[src/rtl/core_seq_pkg.sv]
// Shared types and constants for the core_op_sequencer slice: FSM state
// encoding, the queued command record, and the fixed phase lengths.
package core_seq_pkg;

    localparam int OP_CFG_WIDTH = 41;
    localparam int STATE_WIDTH  = 32;
    localparam int OP_ID_WIDTH  = 4;

    // Cycles spent in each fixed-length phase of an op.
    localparam int CFG_PULSE_CYCLES   = 1;
    localparam int START_PULSE_CYCLES = 1;
    localparam int WAIT_CLR_CYCLES    = 1;

    typedef enum logic [2:0] {
        ST_IDLE,
        ST_CFG,
        ST_START,
        ST_WAIT_CLR,
        ST_BUSY,
        ST_DONE
    } seq_state_e;

    typedef struct packed {
        logic [STATE_WIDTH-1:0]  state;
        logic [OP_CFG_WIDTH-1:0] op_cfg;
        logic [OP_ID_WIDTH-1:0]  id;
    } seq_cmd_t;

    // Length of a fixed-length phase; open-ended states report 1.
    function automatic int phase_len(seq_state_e s);
        case (s)
            ST_CFG:      return CFG_PULSE_CYCLES;
            ST_START:    return START_PULSE_CYCLES;
            ST_WAIT_CLR: return WAIT_CLR_CYCLES;
            default:     return 1;
        endcase
    endfunction

endpackage

[src/rtl/core_op_sequencer_if.sv]
// Bundle of the command, core_top and completion signals of the sequencer.
// master = head controller / core side, slave = the sequencer itself.
interface core_op_sequencer_if;
    import core_seq_pkg::*;

    logic                    cmd_vld;
    logic                    cmd_rdy;
    logic [STATE_WIDTH-1:0]  cmd_state;
    logic [OP_CFG_WIDTH-1:0] cmd_op_cfg;
    logic [OP_ID_WIDTH-1:0]  cmd_id;
    logic                    flush;

    logic                    op_cfg_vld;
    logic [OP_CFG_WIDTH-1:0] op_cfg;
    logic [STATE_WIDTH-1:0]  control_state;
    logic                    control_state_update;
    logic                    start;
    logic                    finish;

    logic                    done_vld;
    logic [OP_ID_WIDTH-1:0]  done_id;
    logic                    done_err;
    logic                    busy;

    modport master (
        output cmd_vld, cmd_state, cmd_op_cfg, cmd_id, flush, finish,
        input  cmd_rdy, op_cfg_vld, op_cfg, control_state, control_state_update,
               start, done_vld, done_id, done_err, busy
    );

    modport slave (
        input  cmd_vld, cmd_state, cmd_op_cfg, cmd_id, flush, finish,
        output cmd_rdy, op_cfg_vld, op_cfg, control_state, control_state_update,
               start, done_vld, done_id, done_err, busy
    );

endinterface

[src/rtl/core_seq_cmd_fifo.sv]
// Synchronous command FIFO. Flush empties it at the next edge and overrides
// any push or pop in the same cycle. No bypass: a full FIFO refuses pushes.
module core_seq_cmd_fifo
    import core_seq_pkg::*;
#(
    parameter int DEPTH = 4
) (
    input  logic     clk,
    input  logic     rst,
    input  logic     push,
    input  seq_cmd_t wr_data,
    input  logic     pop,
    output seq_cmd_t rd_data,
    input  logic     flush,
    output logic     full,
    output logic     empty
);

    localparam int PTR_W   = $clog2(DEPTH);
    localparam int COUNT_W = PTR_W + 1;

    seq_cmd_t           mem [DEPTH];
    logic [PTR_W-1:0]   wr_ptr;
    logic [PTR_W-1:0]   rd_ptr;
    logic [COUNT_W-1:0] count;
    logic               do_push;
    logic               do_pop;

    assign full    = (count == COUNT_W'(DEPTH));
    assign empty   = (count == '0);
    assign do_push = push && !full && !flush;
    assign do_pop  = pop && !empty && !flush;
    assign rd_data = mem[rd_ptr];

    // Pointer and occupancy bookkeeping; pointers wrap naturally at DEPTH.
    always_ff @(posedge clk) begin
        if (rst || flush) begin
            wr_ptr <= '0;
            rd_ptr <= '0;
            count  <= '0;
        end else begin
            if (do_push) wr_ptr <= wr_ptr + 1'b1;
            if (do_pop)  rd_ptr <= rd_ptr + 1'b1;
            case ({do_push, do_pop})
                2'b10:   count <= count + 1'b1;
                2'b01:   count <= count - 1'b1;
                default: ;
            endcase
        end
    end

    // Entry storage.
    // NOTE: the array is deliberately not reset; occupancy alone says which
    // entries are valid, so the storage stays a plain register file / RAM.
    always_ff @(posedge clk) begin
        if (do_push) mem[wr_ptr] <= wr_data;
    end

endmodule

[src/rtl/core_op_sequencer.sv]
// Sequences one core_top through queued ops: load op_cfg, pulse
// control_state_update/start, mask one cycle of stale finish, then wait for
// finish and report completion.
// Optional feature macro: CORE_SEQ_WATCHDOG_EN adds a per-op BUSY watchdog
// that ends a hung op with done_err=1 after TIMEOUT_CYCLES.
module core_op_sequencer
    import core_seq_pkg::*;
#(
    parameter int CMD_FIFO_DEPTH = 4,
    parameter int TIMEOUT_CYCLES = 4096
) (
    input logic                clk,
    input logic                rst,
    core_op_sequencer_if.slave bus
);

    seq_state_e state;
    seq_state_e state_next;
    logic [3:0] phase_cnt;
    logic       phase_done;
    seq_cmd_t   cur;
    seq_cmd_t   head;
    seq_cmd_t   wr_cmd;
    logic       fifo_full;
    logic       fifo_empty;
    logic       pop;
    logic       err_q;
    logic       err_next;
    logic       wd_expired;

    assign wr_cmd = '{state: bus.cmd_state, op_cfg: bus.cmd_op_cfg, id: bus.cmd_id};

    core_seq_cmd_fifo #(.DEPTH(CMD_FIFO_DEPTH)) u_fifo (
        .clk     (clk),
        .rst     (rst),
        .push    (bus.cmd_vld),
        .wr_data (wr_cmd),
        .pop     (pop),
        .rd_data (head),
        .flush   (bus.flush),
        .full    (fifo_full),
        .empty   (fifo_empty)
    );

`ifdef CORE_SEQ_WATCHDOG_EN
    logic [31:0] wd_cnt;

    // Count BUSY cycles, restarting from zero on every entry into BUSY.
    always_ff @(posedge clk) begin
        if (rst || state != ST_BUSY) wd_cnt <= '0;
        else                         wd_cnt <= wd_cnt + 32'd1;
    end

    assign wd_expired = (wd_cnt == 32'(TIMEOUT_CYCLES - 1));
`else
    logic unused_timeout;

    assign wd_expired     = 1'b0;
    assign unused_timeout = (TIMEOUT_CYCLES > 0);
`endif

    assign phase_done        = (int'(phase_cnt) == phase_len(state) - 1);
    assign bus.cmd_rdy       = !fifo_full;
    assign bus.busy          = (state != ST_IDLE) || !fifo_empty;
    assign bus.op_cfg        = cur.op_cfg;
    assign bus.control_state = cur.state;

    // State, phase timer and latched command registers.
    // NOTE: non-blocking assignments so every register samples pre-edge values.
    always_ff @(posedge clk) begin
        if (rst) begin
            state     <= ST_IDLE;
            phase_cnt <= '0;
            cur       <= '0;
            err_q     <= 1'b0;
        end else begin
            state     <= state_next;
            phase_cnt <= (state_next != state) ? '0 : phase_cnt + 1'b1;
            err_q     <= err_next;
            if (pop) cur <= head;
        end
    end

    // Next-state selection and per-state output pulses.
    // NOTE: every output gets a default first so no path infers a latch.
    always_comb begin
        state_next               = state;
        pop                      = 1'b0;
        err_next                 = err_q;
        bus.op_cfg_vld           = 1'b0;
        bus.control_state_update = 1'b0;
        bus.start                = 1'b0;
        bus.done_vld             = 1'b0;
        bus.done_id              = '0;
        bus.done_err             = 1'b0;
        case (state)
            ST_IDLE: begin
                // A flush in this cycle empties the queue, so nothing is taken.
                if (!fifo_empty && !bus.flush) begin
                    pop        = 1'b1;
                    err_next   = 1'b0;
                    state_next = ST_CFG;
                end
            end
            ST_CFG: begin
                bus.op_cfg_vld = 1'b1;
                if (phase_done) state_next = ST_START;
            end
            ST_START: begin
                bus.control_state_update = 1'b1;
                bus.start                = 1'b1;
                if (phase_done) state_next = ST_WAIT_CLR;
            end
            ST_WAIT_CLR: begin
                // finish still reflects the previous op here and is ignored.
                if (phase_done) state_next = ST_BUSY;
            end
            ST_BUSY: begin
                if (bus.finish) begin
                    err_next   = 1'b0;
                    state_next = ST_DONE;
                end else if (wd_expired) begin
                    err_next   = 1'b1;
                    state_next = ST_DONE;
                end
            end
            ST_DONE: begin
                bus.done_vld = 1'b1;
                bus.done_id  = cur.id;
                bus.done_err = err_q;
                state_next   = ST_IDLE;
            end
            default: state_next = ST_IDLE;
        endcase
    end

endmodule

[src/flat_wrapper.sv]
// flat-port wrapper written by rule: the top's interface ports become plain ports
module core_op_sequencer_flat import core_seq_pkg::*;
#(
    parameter int CMD_FIFO_DEPTH = 4,
    parameter int TIMEOUT_CYCLES = 4096
)
  (clk, rst, bus_cmd_vld, bus_cmd_state, bus_cmd_op_cfg, bus_cmd_id, bus_flush, bus_finish, bus_cmd_rdy, bus_op_cfg_vld, bus_op_cfg, bus_control_state, bus_control_state_update, bus_start, bus_done_vld, bus_done_id, bus_done_err, bus_busy);
  core_op_sequencer_if bus_i ();
  input logic clk;
  input logic rst;
  input wire logic [$bits(bus_i.cmd_vld)-1:0] bus_cmd_vld;
  input wire logic [$bits(bus_i.cmd_state)-1:0] bus_cmd_state;
  input wire logic [$bits(bus_i.cmd_op_cfg)-1:0] bus_cmd_op_cfg;
  input wire logic [$bits(bus_i.cmd_id)-1:0] bus_cmd_id;
  input wire logic [$bits(bus_i.flush)-1:0] bus_flush;
  input wire logic [$bits(bus_i.finish)-1:0] bus_finish;
  output wire logic [$bits(bus_i.cmd_rdy)-1:0] bus_cmd_rdy;
  output wire logic [$bits(bus_i.op_cfg_vld)-1:0] bus_op_cfg_vld;
  output wire logic [$bits(bus_i.op_cfg)-1:0] bus_op_cfg;
  output wire logic [$bits(bus_i.control_state)-1:0] bus_control_state;
  output wire logic [$bits(bus_i.control_state_update)-1:0] bus_control_state_update;
  output wire logic [$bits(bus_i.start)-1:0] bus_start;
  output wire logic [$bits(bus_i.done_vld)-1:0] bus_done_vld;
  output wire logic [$bits(bus_i.done_id)-1:0] bus_done_id;
  output wire logic [$bits(bus_i.done_err)-1:0] bus_done_err;
  output wire logic [$bits(bus_i.busy)-1:0] bus_busy;
  assign bus_i.cmd_vld = bus_cmd_vld;
  assign bus_i.cmd_state = bus_cmd_state;
  assign bus_i.cmd_op_cfg = bus_cmd_op_cfg;
  assign bus_i.cmd_id = bus_cmd_id;
  assign bus_i.flush = bus_flush;
  assign bus_i.finish = bus_finish;
  assign bus_cmd_rdy = bus_i.cmd_rdy;
  assign bus_op_cfg_vld = bus_i.op_cfg_vld;
  assign bus_op_cfg = bus_i.op_cfg;
  assign bus_control_state = bus_i.control_state;
  assign bus_control_state_update = bus_i.control_state_update;
  assign bus_start = bus_i.start;
  assign bus_done_vld = bus_i.done_vld;
  assign bus_done_id = bus_i.done_id;
  assign bus_done_err = bus_i.done_err;
  assign bus_busy = bus_i.busy;
  core_op_sequencer #(.CMD_FIFO_DEPTH(CMD_FIFO_DEPTH), .TIMEOUT_CYCLES(TIMEOUT_CYCLES)) u_core (.clk(clk), .rst(rst), .bus(bus_i));
endmodule
[config.mk]
export PLATFORM = sky130hd
export DESIGN_NAME = core_op_sequencer_flat
export DESIGN_NICKNAME = d
export VERILOG_FILES = /design/src/rtl/core_seq_pkg.sv /design/src/rtl/core_op_sequencer_if.sv /design/src/rtl/core_seq_cmd_fifo.sv /design/src/rtl/core_op_sequencer.sv /design/src/flat_wrapper.sv
export SDC_FILE = /design/constraint.sdc
export NUM_CORES = 1
export LEC_CHECK = 0
export ABC_AREA = 1
export BUFFER_PORTS_ARGS = -buffer_cell sky130_fd_sc_hd__buf_2
export CORE_ASPECT_RATIO = 1.75
export CORE_MARGIN = 2
export CORE_UTILIZATION = 57
export CTS_CLUSTER_SIZE = 25
export DETAILED_ROUTE_END_ITERATION = 6
export GPL_TIMING_DRIVEN = 0
export PLACE_DENSITY = 0.76
export RECOVER_POWER = 25
export SYNTH_ARGS = -nofsm -noshare
export SYNTH_HDL_FRONTEND = slang
export SYNTH_HIERARCHICAL = 1
export SYNTH_SLANG_ARGS = --single-unit
[constraint.sdc]
create_clock -name clk -period 7 [get_ports clk]
set_input_delay 0.7 -clock clk [delete_from_list [all_inputs] [get_ports clk]]
set_output_delay 0.7 -clock clk [all_outputs]
set_load 0.05 [all_outputs]
==> load_flow_metrics.sql, run 1 <==
INSERT INTO impl_metrics (metric_group, metric, value, unit) VALUES
('power', 'power.switching', '0.00113', 'W'),
('synthesis', 'netlist_top_cells_area', 'edfxtp_1 (58%), dfxtp_1 (12%), o21ai_0 (4.8%)', ''),
('route', 'avgViaCountPerCell', '5.44', ''),
('timing', 'timing.final.crit_share', '43.7', '%'),
('placement', 'dp_cells', '1842', ''),
('placement', 'dp_hpwl', '23500', 'um'),
('floorplanning', 'die_width', '131', 'um'),
('timing', 'timing.final.ws_setup', '3940', 'ps'),
('cts', 'holdBufCountCts', '0', ''),
('worst_setup_path', 'critical_path_class', 'reg2out', ''),
('timing', 'rsz0062_at_grt', 'false', ''),
('timing', 'slew_viol_final', '0', ''),
('worst_setup_path', 'worst-endpoint-arrival', '2360', 'ps'),
('route', 'antenna_violating_nets_post_route', '0', ''),
('hold_path', 'hold_end', 'u_core/u_fifo/mem[3][9]', ''),
('finish', 'fin_area', '18500', 'um2'),
('synthesis', 'syn_avg_cell_area', '12.4', 'um2'),
('timing', 'slew-limit-headroom', '30.6', '%'),
('cts', 'cts.reportedPaths.clkPinSlew', '70', 'ps'),
('power', 'power_per_cell_area', '262', 'nW/um2'),
('cts', 'cts-root-to-sink-buffers', '3', ''),
('worst_setup_path', 'reg2reg_from', 'u_core/u_fifo/count[1]', ''),
('global_route', 'grt_max_degree', '29', ''),
('cts', 'clock_sink_total', '401', ''),
('cts', 'numCtsBuffers', '35', ''),
('floorplanning', 'placeableCoreArea', '27800', 'um2'),
('floorplanning', 'placementRows', '81', ''),
('route', 'firstDrtPassIters', '5', ''),
('cts', 'post_cts_buffers', '0', ''),
('synthesis', 'synth.ff_latch_count', '401', ''),
('global_route', 'grt_first_pass_wirelength', '54500', 'um'),
('global_route', 'grt_antenna_before_repair', '4', ''),
('worst_setup_path', 'critical_path.endpoint_type', 'primary output', ''),
('power', 'intPower', '0.00372', 'W'),
('finish', 'fin_cells', '1909', ''),
('power', 'power.clock.fraction', '36.5', '%'),
('cts', 'htree_levels', '2', ''),
('finish', 'syn2layout_area_growth', '15.5', '%'),
('timing', 'setup_viol', '0', ''),
('synthesis', 'syn-cell-area', '16000', 'um2'),
('global_route', 'globalRouteOverflowTotal', '0', ''),
('global_route', 'grt_pass1_vias', '10500', ''),
('worst_setup_path', 'reg2reg_setup_slack', '4370', 'ps'),
('synthesis', 'syn_nets', '1386', ''),
('placement', 'port-buffer-count', '164', ''),
('timing', 'clock-skew-final', '16.5', 'ps'),
('cts', 'postCtsResizedCells', '0', ''),
('worst_setup_path', 'crit_path_max_fanout', '5', ''),
('global_route', 'grt_usage', '24.7', '%'),
('synthesis', 'synth.distinct_cells', '33', ''),
('synthesis', 'post-synth-top-area-cell', 'edfxtp_1', ''),
('worst_setup_path', 'rr_endpoint', 'u_core/u_fifo/count[2]', ''),
('placement', 'placed_area', '17500', 'um2'),
('route', 'num_vias', '10400', ''),
('synthesis', 'share_of_synthesized_area_occupied_by_flip_flops_and_latches', '69.3', '%'),
('placement', 'globalplace.congestion', '0.786', ''),
('placement', 'detailedPlace.worstSlack', '4030', 'ps'),
('finish', 'layout.cells.most_common_list', 'edfxtp_1 (308), nor2_1 (179), o21ai_0 (155)', ''),
('route', 'routed_wl', '36100', 'um'),
('power', 'ir_worst_vdd', '0.215', 'mV'),
('status', 'run_status', 'finished, final reports clean', ''),
('floorplanning', 'chipHeight', '226', 'um'),
('cts', 'cts_tree', 'yes', ''),
('power', 'power.share.combinational', '8.9', '%'),
('finish', 'fillCellCount', '2056', ''),
('route', 'first_iter_violations', '719', ''),
('power', 'seq_power_share', '54.6', '%'),
('power', 'netSwitchingFraction', '23.4', '%'),
('worst_setup_path', 'worst_ep_required_time', '6300', 'ps'),
('floorplanning', 'ios', '166', ''),
('timing', 'tightestPinTransition', '1040', 'ps');
==> state kept, by name, summed over array words and instances (netlist names), named ones only <==
signal,cells
u_core/state,3
u_core/phase_cnt,4
u_core/u_fifo/count,3
u_core/u_fifo/wr_ptr,2
u_core/bus.control_state,32
u_core/u_fifo/rd_ptr,2
u_core/bus.op_cfg,41
u_core/u_fifo/mem,308
u_core/cur,4
==> critical path, stage by stage, from the launching register on <==
cell and delay [ps]:
dfxtp_1 450, inv_1 110, nor3_1 580, inv_1 190, nor2_1 210, buf_2 300
==> cell families (layout without fill, tap and decap cells) <==
| logic type | after synthesis | after routing | share of synthesized area, % |
|---|---|---|---|
| AOI/OAI and AO/OA | 322 | 322 | 12.1 |
| buffers and inverters | 190 | 425 | 7.92 |
| other | 1 | 6 | 0.0234 |
| adders and majority gates | 8 | 8 | 0.671 |
| and+or+nand+nor | 372 | 372 | 9.87 |
| DFF | 401 | 401 | 69.3 |
| xor gates and xnor gates | 2 | 2 | 0.109 |
==> layer usage <==
metal	track usage [%]	up-vias	part of all wire, %
li1	-	4898	-
met1	28.1	5008	36
met2	44.5	387	54
met3	3.93	91	6.1
met4	11.6	2	3.8
met5	0	-	0.030
==> stage by stage <==
stage | setup TNS (ps) | power (W) | hold slack, ps
after floorplan | 0 | 0.00301 | 429
after global placement | -154070 | 0.00312 | 441
after detailed placement | 0 | 0.00314 | 447
after CTS | 0 | 0.00488 | 357
after global routing | 0 | 0.00500 | 398
final | 0 | 0.00485 | 402
==> how the worst max path moves through the flow <==
stage | from | endpoint | slack, ps | cells past startpoint
after CTS | u_core/state[0] | bus_done_id[3] | 3920 | 5
after floorplan | bus_cmd_vld | u_core/u_fifo/mem[0][0] | 2230 | 4
final | u_core/state[0] | bus_done_id[1] | 3940 | 5
after global routing | u_core/state[0] | bus_done_id[3] | 3870 | 5
after global placement | bus_flush | u_core/u_fifo/mem[0][38] | -570 | 4
after detailed placement | bus_flush | u_core/u_fifo/mem[0][38] | 4030 | 6
==> cells in the mapped netlist <==
master and count:
xnor2_1 1, xor2_1 1, buf_6 11, buf_8 1, fa_1 1, a211oi_1 1, nor2_4 1, inv_6 1
inv_1 37, conb_1 1, edfxtp_1 308, nand2_2 61, o22ai_1 76, buf_1 4, clkbuf_1 15, o21ai_1 5
nor3_1 1, inv_2 3, clkbuf_2 8, a21oi_1 24, nor2_1 183, dfxtp_1 93, buf_12 7, ha_1 7
nand3_1 10, o22ai_2 1, o21ai_0 155, buf_4 81, a21oi_2 60, nand2_1 114, buf_2 21, nand3_2 2
clkbuf_4 1
==> final cells by class <==
cell class	instances	area [um2]	area share [%]
inverter	41	159	0.858
timing repair buffer	173	947	5.11
clock buffer	49	958	5.18
antenna	5	12.5	0.0676
buffer	149	1110	6.00
tap	373	467	2.52
multi-input combinational	705	3680	19.9
sequential	401	11100	60.0
clock inverter	13	68.8	0.372
==> power by group through the flow <==
stage / Clock (W) / Combinational, W / Sequential, W
after floorplan: 0 / 0.000315 / 0.00270
after global placement: 0 / 0.000421 / 0.00270
after detailed placement: 0 / 0.000438 / 0.00270
after CTS: 0.00180 / 0.000440 / 0.00265
after global routing: 0.00188 / 0.000467 / 0.00265
final: 0.00177 / 0.000433 / 0.00265
(Power assumes the default switching activity.)
==> run 2: changes to the inputs <==
Clock period 7 ns to 2.9 ns, I/O delays scaled along.
==> run 2 against run 1 <==
  * Non-clock buffer count rose by 76
  * Sequential power increased by 140%
  * First-iteration DRC count up 11%
  * Register-to-register slack got worse by 4100 ps
==> load_flow_metrics.sql, run 2 (synthesized netlist as in run 1, its figures left out) <==
INSERT INTO impl_metrics (metric_group, metric, value, unit) VALUES
('worst_setup_path', 'reg2reg_setup_slack', '300', 'ps'),
('power', 'p_leak', '7.07', 'nW'),
('cts', 'worst_skew_pair.late_latency', '530', 'ps'),
('timing', 'rsz0062_at_grt', 'false', ''),
('cts', 'cts-root-to-sink-buffers', '3', ''),
('global_route', 'globalRouteOverflowTotal', '0', ''),
('worst_setup_path', 'critical_path.endpoint_type', 'primary output', ''),
('timing', 'tns', '0', 'ps'),
('timing', 'clock-skew-final', '16.2', 'ps'),
('finish', 'syn2layout_area_growth', '21.2', '%'),
('finish', 'nets', '1673', ''),
('timing', 'setup_viol', '0', ''),
('worst_setup_path', 'crit_slowest_cell', 'nor3_1', ''),
('timing', 'post-route-min-period', '2600', 'ps'),
('floorplanning', 'chipHeight', '226', 'um'),
('power', 'post-layout-total-power', '0.0122', 'W'),
('power', 'ir_worst_vdd', '0.530', 'mV'),
('placement', 'globalplace.congestion', '0.800', ''),
('worst_setup_path', 'max_stage_delay', '540', 'ps'),
('worst_setup_path', 'rr_endpoint', 'u_core/u_fifo/count[2]', ''),
('floorplanning', 'die_area', '29500', 'um2'),
('hold_path', 'hp-start', 'bus_cmd_state[26]', ''),
('status', 'run_status', 'finished, final reports clean', ''),
('timing', 'fmax', '0.384', 'GHz'),
('worst_setup_path', 'critical_path_class', 'reg2out', ''),
('timing', 'slew-limit-headroom', '42.7', '%'),
('floorplanning', 'die_width', '131', 'um'),
('finish', 'largest_register_ffs', '308', ''),
('route', 'antenna_violating_nets_post_route', '0', ''),
('worst_setup_path', 'crit_path_max_fanout', '5', ''),
('finish', 'layout_commonest_cell', 'edfxtp_1', ''),
('cts', 'cts_tree', 'yes', ''),
('cts', 'clk_root_buffer_cell', 'clkbuf_16', ''),
('finish', 'fin_area', '19400', 'um2'),
('finish', 'fillCellCount', '1991', ''),
('cts', 'htree_levels', '2', ''),
('route', 'avgViaCountPerCell', '5.44', ''),
('worst_setup_path', 'rr_worst_depth', '18', ''),
('floorplanning', 'floorplan.initialDensity', '57.7', '%'),
('route', 'routed_wl', '37000', 'um'),
('route', 'first_iter_violations', '795', ''),
('worst_setup_path', 'launching_element_type_of_the_critical_path', 'flop', ''),
('hold_path', 'min-delay-path-class', 'in2reg', ''),
('global_route', 'grt_first_pass_wirelength', '56100', 'um'),
('power', 'power_per_cell_area', '625', 'nW/um2'),
('floorplanning', 'placeableCoreArea', '27800', 'um2'),
('floorplanning', 'ios', '166', ''),
('route', 'final_routed_drc_violation_total', '0', ''),
('timing', 'timing.final.ws_setup', '296', 'ps'),
('placement', 'placed_area', '17600', 'um2'),
('timing', 'endpoints_failing_hold', '0', ''),
('route', 'num_vias', '10800', ''),
('timing', 'timing.final.crit_share', '89.8', '%'),
('global_route', 'grt_pass1_vias', '10900', ''),
('cts', 'clock_sink_total', '401', ''),
('finish', 'drive_above_1_share', '27.4', '%'),
('worst_setup_path', 'reg2reg_from', 'u_core/u_fifo/count[2]', ''),
('global_route', 'grt_max_degree', '29', ''),
('cts', 'post_cts_buffers', '0', ''),
('timing', 'tightestPinTransition', '860', 'ps'),
('finish', 'largest-register', 'u_core/u_fifo/mem', ''),
('finish', 'final_core_util', '70.0', '%'),
('route', 'wirelength_per_cell', '18.6', 'um'),
('worst_setup_path', 'worst-endpoint-arrival', '2310', 'ps'),
('cts', 'cts.reportedPaths.clkPinSlew', '70', 'ps'),
('floorplanning', 'placementRows', '81', ''),
('run', 'max_cap_viol_count', '0', ''),
('placement', 'port-buffer-count', '164', ''),
('timing', 'slew_viol_final', '0', ''),
('worst_setup_path', 'worst_ep_required_time', '2610', 'ps'),
('hold_path', 'hold-path-cell-count', '1', ''),
('global_route', 'grt_antenna_before_repair', '3', ''),
('worst_setup_path', 'crit_top_cell', 'inv_1', ''),
('placement', 'dp_hpwl', '23900', 'um'),
('global_route', 'grt_usage', '25.2', '%'),
('worst_setup_path', 'crit_path_cell_trace', 'inv_1, nor3_1, inv_1, nor2_1, buf_2', ''),
('route', 'firstDrtPassIters', '5', ''),
('finish', 'layout.cells.most_common_list', 'edfxtp_1 (308), nor2_1 (179), o21ai_0 (155)', ''),
('cts', 'numCtsBuffers', '36', ''),
('placement', 'detailedPlace.worstSlack', '227', 'ps'),
('hold_path', 'hold_end', 'u_core/u_fifo/mem[2][71]', '');
[run 2: cell types whose count changed in the layout (fill, tap and decap cells not counted), sizes merged]
| cell | before | now |
|---|---|---|
| diode | 5 | 3 |
| clkbuf | 128 | 121 |
| inv | 43 | 42 |
| buf | 243 | 247 |
| dlygate4sd3 | 0 | 75 |
| clkinvlp | 1 | 4 |
| bufinv | 0 | 2 |
| clkinv | 10 | 12 |
[run 2: how the worst max path moves through the flow]
stage,startpoint,endpoint,slack [ps],cells after the start
final,u_core/state[0],bus_done_id[1],300,5
after detailed placement,u_core/u_fifo/count[0],u_core/u_fifo/count[2],230,20
after global routing,u_core/u_fifo/count[2],u_core/u_fifo/count[2],30,18
after global placement,bus_flush,u_core/u_fifo/mem[3][36],-2020,4
after floorplan,u_core/u_fifo/count[0],u_core/u_fifo/mem[0][0],-220,4
after CTS,u_core/u_fifo/count[2],u_core/u_fifo/count[2],160,19
[run 2: routing by layer]
layer	global-route usage [%]	routed length [um]
met1	28.6	13500
met2	46.2	20100
met3	3.46	2030
met4	11.5	1330
met5	0	0
[run 2: area by class of cell]
class	instances	area, um2	share of cell area, %
diodes	3	7.51	0.0386
multi-input cells	705	3680	19.0
clock inverters	19	178	0.914
repair buffers	250	1750	9.00
flip-flops and latches	401	11100	57.2
plain buffers	148	1110	5.69
inverters	41	160	0.824
clock buffers	45	976	5.02
well taps	373	467	2.40
[run 2: repair_timing]
item	in CTS	in global routing
resized for setup	0	1
hold buffers	74	1
hold endpoints to repair	296	4
endpoints found under the setup margin	0	1
[run 2: through the flow]
stage | hold slack (ps) | cells
after floorplan | 389 | 1296
after global placement | 442 | 1833
after detailed placement | 447 | 1844
after CTS | 4.76 | 1982
after global routing | 97.4 | 1985
final | 90.8 | 1985
[run 2: worst max-delay path, delay by kind of cell, from the launching register on]
| kind | cells | cell delay [ps] |
|---|---|---|
| buffers and inverters | 3 | 600 |
| DFF | 1 | 430 |
| and+or+nand+nor | 2 | 760 |
[run 2: power by group]
part / total (W) / switching, W / internal, W
clock network: 0.00463 / 0.00203 / 0.00260
logic: 0.00113 / 0.000734 / 0.000399
registers: 0.00639 / 0.0000738 / 0.00632
